<file path="src/rtl/imm_gen_pipe.sv">
// imm_gen_pipe: RISC-V immediate extender feeding a 2-entry skid buffer.
// The extension is computed combinationally from the incoming instruction
// bits and registered, so ExtImmE never depends combinationally on Immediate.
// ReadyOut is registered (NOT skid_valid), so ReadyIn has no combinational
// path to ReadyOut.
// Optional feature: define IMM_GEN_CSR_ZIMM_EN to give ImmSrcD=101 the CSR
// zimm meaning (zero-extended instr[19:15]). When it is undefined, 101 is
// handled as a reserved encoding.
module imm_gen_pipe #(
   parameter int unsigned DATA_WIDTH = 32,
   parameter int unsigned TAG_WIDTH  = 5
) (
   input  logic                  clk,
   input  logic                  rst,
   input  logic [24:0]           Immediate,
   input  logic [2:0]            ImmSrcD,
   input  logic [TAG_WIDTH-1:0]  TagIn,
   input  logic                  ValidIn,
   output logic                  ReadyOut,
   output logic [DATA_WIDTH-1:0] ExtImmE,
   output logic [TAG_WIDTH-1:0]  TagOut,
   output logic                  IllegalE,
   output logic                  ValidOut,
   input  logic                  ReadyIn,
   input  logic                  Flush
);

   localparam logic [2:0] SRC_I   = 3'b000;
   localparam logic [2:0] SRC_S   = 3'b001;
   localparam logic [2:0] SRC_B   = 3'b010;
   localparam logic [2:0] SRC_J   = 3'b011;
   localparam logic [2:0] SRC_U   = 3'b100;
   localparam logic [2:0] SRC_CSR = 3'b101;

   // Instruction bits keep their architectural indices.
   logic [31:7] ins;
   assign ins = Immediate;

   logic [DATA_WIDTH-1:0] imm_c;
   logic                  ill_c;

   // Immediate extension of the offered instruction.
   always_comb begin
      imm_c = '0;
      ill_c = 1'b0;
      case (ImmSrcD)
         SRC_I:   imm_c = DATA_WIDTH'($signed(ins[31:20]));
         SRC_S:   imm_c = DATA_WIDTH'($signed({ins[31:25], ins[11:7]}));
         SRC_B:   imm_c = DATA_WIDTH'($signed({ins[31], ins[7], ins[30:25], ins[11:8], 1'b0}));
         SRC_J:   imm_c = DATA_WIDTH'($signed({ins[31], ins[19:12], ins[20], ins[30:21], 1'b0}));
         SRC_U:   imm_c = DATA_WIDTH'($signed({ins[31:12], 12'b0}));
`ifdef IMM_GEN_CSR_ZIMM_EN
         SRC_CSR: imm_c = DATA_WIDTH'(ins[19:15]);
`else
         SRC_CSR: ill_c = 1'b1;
`endif
         default: ill_c = 1'b1;
      endcase
   end

   logic                  main_v_q,   main_v_d;
   logic [DATA_WIDTH-1:0] main_imm_q, main_imm_d;
   logic [TAG_WIDTH-1:0]  main_tag_q, main_tag_d;
   logic                  main_ill_q, main_ill_d;
   logic                  skid_v_q,   skid_v_d;
   logic [DATA_WIDTH-1:0] skid_imm_q, skid_imm_d;
   logic [TAG_WIDTH-1:0]  skid_tag_q, skid_tag_d;
   logic                  skid_ill_q, skid_ill_d;
   logic                  ready_q,    ready_d;

   logic in_fire;
   logic out_fire;
   assign in_fire  = ValidIn  && ready_q;
   assign out_fire = main_v_q && ReadyIn;

   // Skid buffer next state: data registers only load on a real transfer.
   always_comb begin
      main_v_d   = main_v_q;
      main_imm_d = main_imm_q;
      main_tag_d = main_tag_q;
      main_ill_d = main_ill_q;
      skid_v_d   = skid_v_q;
      skid_imm_d = skid_imm_q;
      skid_tag_d = skid_tag_q;
      skid_ill_d = skid_ill_q;

      if (Flush) begin
         main_v_d = 1'b0;
         skid_v_d = 1'b0;
      end else if (skid_v_q) begin
         // Skid full means ReadyOut is low, so only draining can happen.
         if (out_fire) begin
            main_v_d   = 1'b1;
            main_imm_d = skid_imm_q;
            main_tag_d = skid_tag_q;
            main_ill_d = skid_ill_q;
            skid_v_d   = 1'b0;
         end
      end else if (!main_v_q || out_fire) begin
         main_v_d = in_fire;
         if (in_fire) begin
            main_imm_d = imm_c;
            main_tag_d = TagIn;
            main_ill_d = ill_c;
         end
      end else if (in_fire) begin
         skid_v_d   = 1'b1;
         skid_imm_d = imm_c;
         skid_tag_d = TagIn;
         skid_ill_d = ill_c;
      end

      ready_d = !skid_v_d;
   end

   // State registers; reset clears valid bits and zeroes payloads.
   always_ff @(posedge clk) begin
      if (rst) begin
         main_v_q   <= 1'b0;
         main_imm_q <= '0;
         main_tag_q <= '0;
         main_ill_q <= 1'b0;
         skid_v_q   <= 1'b0;
         skid_imm_q <= '0;
         skid_tag_q <= '0;
         skid_ill_q <= 1'b0;
         ready_q    <= 1'b0;
      end else begin
         main_v_q   <= main_v_d;
         main_imm_q <= main_imm_d;
         main_tag_q <= main_tag_d;
         main_ill_q <= main_ill_d;
         skid_v_q   <= skid_v_d;
         skid_imm_q <= skid_imm_d;
         skid_tag_q <= skid_tag_d;
         skid_ill_q <= skid_ill_d;
         ready_q    <= ready_d;
      end
   end

   assign ReadyOut = ready_q;
   assign ValidOut = main_v_q;
   assign ExtImmE  = main_imm_q;
   assign TagOut   = main_tag_q;
   assign IllegalE = main_ill_q;

endmodule
</file>
<file path="config.mk">
export PLATFORM = sky130hd
export DESIGN_NAME = imm_gen_pipe
export DESIGN_NICKNAME = d
export VERILOG_FILES = /design/src/rtl/imm_gen_pipe.sv
export SDC_FILE = /design/constraint.sdc
export NUM_CORES = 1
export LEC_CHECK = 0
export ABC_AREA = 1
export BUFFER_PORTS_ARGS = -buffer_cell sky130_fd_sc_hd__buf_2
export CELL_PAD_IN_SITES_DETAIL_PLACEMENT = 1
export CELL_PAD_IN_SITES_GLOBAL_PLACEMENT = 1
export CORE_UTILIZATION = 41
export DETAILED_ROUTE_END_ITERATION = 8
export PLACE_DENSITY_LB_ADDON = 0.1
export SLEW_MARGIN = 20
export SYNTH_ARGS = -nofsm -noshare
export SYNTH_HDL_FRONTEND = slang
export SYNTH_SLANG_ARGS = --single-unit
export TNS_END_PERCENT = 100
</file>
<file path="constraint.sdc">
create_clock -name clk -period 2 [get_ports clk]
set_input_delay 0.3 -clock clk [delete_from_list [all_inputs] [get_ports clk]]
set_output_delay 0.3 -clock clk [all_outputs]
set_load 0.02 [all_outputs]
</file>
==> impl_metrics.py <==
metrics = {
    "timing": {
        "slew_headroom_pct": 66.9,
        "fin_crit_sh_pct": 76.8,
        "skew_ns": 0.0151,
        "tightest_slew_ns": 0.497,
        "max_freq_mhz": 651,
        "hold_violations": 0,
        "rsz0062_at_grt": "false",
        "drv_slew": 0,
        "finalCriticalPeriod_ns": 1.54,
        "fin_hold_ws_ns": 0.224,
        "setup_viol": 0,
        "finalSetupTns_ns": 0,
    },
    "placed_design": {
        "gp_congestion": 0.814,
        "place_area_sq_mm": 0.00397,
        "place_hpwl_mm": 6.89,
        "port_buffers": 77,
    },
    "global_routing": {
        "grt_use_met2_pct": 43.0,
        "grt.total_usage_pct": 25.1,
        "grt_pass1_vias": 3670,
        "grt_use_met3_pct": 3.59,
        "grt_overflow_total": 0,
        "antenna_found_initial": 0,
        "grt_pass1_wl_mm": 17.6,
        "busiest_layer": "met2",
        "use_met1_pct": 32.4,
        "grt_max_degree": 72,
    },
    "synth": {
        "yosys.area.top_type_share_pct": 44.5,
        "ys_ff_latch": 79,
        "ys_warn_count": 0,
        "postSynthAreaPerCell_sq_um": 6.76,
        "netlist_area_sq_mm": 0.00355,
        "synth_nets": 564,
        "synth_cells": 526,
        "synth_mux_area_share_pct": 0,
        "synth_top_area_cell": "dfxtp_1",
        "synth-seq-area-share_pct": 44.5,
        "synth_compound_area_share_pct": 20.4,
        "synth_xor_area_share_pct": 0,
        "yosysUniqueCellTypes": 21,
        "ys_top_cells_by_area": "dfxtp_1 (45%), nand2_1 (12%), o21ai_0 (11%)",
        "synth_top_family_by_area": "simple AND/OR/NAND/NOR gates",
        "synthAdderAreaFrac_pct": 0,
        "synthSimpleGateAreaFrac_pct": 25.2,
    },
    "critical_path": {
        "endpoint_kind": "register",
        "required_ns": 2.29,
        "worstPathMaxFanout": 29,
        "critPathLaunchType": "register",
        "crit_arrival_ns": 1.82,
        "r2r_setup_slack_ns": 0.46,
        "path_class": "reg -> reg",
    },
    "clock_tree": {
        "cts_tree": "built",
        "ctsHoldBuffers": 0,
        "cts.clk_slew.worst_paths_ns": 0.09,
        "insertion_delay_ns": 0.36,
        "clkSinkCount": 79,
        "cts.repair.resized": 0,
        "postCtsSetupBuffers": 0,
        "clock-root-buffer": "clkbuf_8",
        "htreeDepth": 3,
        "clk_path_buf_depth": 2,
        "cts_made_buffers": 9,
    },
    "drt": {
        "wl_per_cell_um": 15.1,
        "num_vias": 3610,
        "antenna_left": 0,
        "drcViolationCount": 0,
        "first_pass_iters": 4,
        "wl_mm": 10.6,
        "vias_per_cell": 5.16,
        "drt_iter0_drc": 118,
    },
    "die": {
        "num_rows": 33,
        "core_area_sq_mm": 0.00830,
        "dieArea_sq_mm": 0.00904,
        "io_pins": 78,
        "start_util_pct": 42.8,
        "die_w_um": 95.1,
        "die-height_um": 95.1,
    },
    "cells_and_area": {
        "synthToLayoutAreaGrowth_pct": 17.5,
        "multi_input_area_sq_mm": 0.00162,
        "nets": 627,
        "regArea_sq_mm": 0.00158,
        "antenna-diode-count": 0,
        "final_common_cell": "nand2_1",
        "final_cell_mix": "nand2_1 (114), nor2_1 (94), dfxtp_1 (79), buf_2 (77), o21ai_0 (75)",
        "final_area_sq_mm": 0.00417,
        "final_layout_size_suffix_gt1_share_pct": 18.5,
        "fillers": 1145,
    },
    "power": {
        "static-leakage-power_nw": 2.17,
        "p_total_mw": 3.29,
        "p_per_area_mw_per_mm2": 787,
        "ir_drop_mv": 0.310,
    },
    "worst_hold_path": {
        "min_path_type": "in -> reg",
    },
    "job": {
        "maxCapViolCount": 0,
    },
    "run_status": {
        "outcome": "complete, no violations",
    },
}
worst max-delay path, cell delays in order (launching register included):
cell and delay, ns:
dfxtp_1 0.54, inv_4 0.07, nand2_4 0.09, nand2_2 0.07, nor2_4 0.24, buf_12 0.22
o21ai_0 0.09, a21oi_1 0.15
where the power goes:
| group | internal (mW) | leakage, nW | total (mW) | switching (mW) |
|---|---|---|---|---|
| combinational | 0.125 | 1.42 | 0.380 | 0.254 |
| clock | 0.643 | 0.105 | 1.27 | 0.623 |
| sequential | 1.62 | 0.641 | 1.64 | 0.0223 |
| total | 2.39 | 2.17 | 3.29 | 0.900 |
worst paths after layout:
path,from,endpoint,cells after the start
min,TagIn[0],skid_tag_q[0]$_SDFFE_PP0P_,3
min reg2reg,skid_imm_q[8]$_SDFFE_PP0P_,skid_imm_q[8]$_SDFFE_PP0P_,2
max,skid_v_q$_SDFF_PP0_,ExtImmE[14]$_SDFFE_PP0P_,7
max reg2reg,skid_v_q$_SDFF_PP0_,ExtImmE[14]$_SDFFE_PP0P_,7
registers in the layout, summed over array words and instances, names as in the netlist:
name / cells
ReadyOut: 1
TagOut: 5
ValidOut: 1
skid_v_q: 1
skid_ill_q: 1
skid_imm_q: 32
IllegalE: 1
ExtImmE: 32
skid_tag_q: 5
cells in the mapped netlist (all sizes together):
master	n
nand4	2
inv	43
nor2	96
buf	17
nand3	10
clkbuf	16
o21ai	89
dfxtp	79
a21oi	53
nand2	118
nor3	1
a31oi	2
kinds of logic after synthesis:
group / Yosys count
compound gates: 144
buf+inv: 76
flops: 79
simple gates: 227
cell type report:
class	instances	area share, %
multi-input combinational	371	38.8
sequential	79	37.9
timing repair buffer	85	11.3
inverter	43	3.93
clock buffer	11	3.63
tap	105	3.15
clock inverter	5	1.35
per-stage QoR:
stage / std cells / utilization, % / worst slack, ns
finish: 699 / 50.3 / 0.463
global placement: 683 / 47.8 / 0.554
global route: 699 / 50.3 / 0.291
floorplan: 526 / - / 0.649
detailed placement: 683 / 47.8 / 0.443
CTS: 699 / 50.3 / 0.442
per-layer routing:
layer | up-vias | part of all wire [%]
met1 | 1723 | 48
met2 | 71 | 47
li1 | 1806 | -
met5 | - | 0
met4 | 0 | 1.1
met3 | 10 | 3.4
No activity file was read; power rests on OpenSTA's default activity.
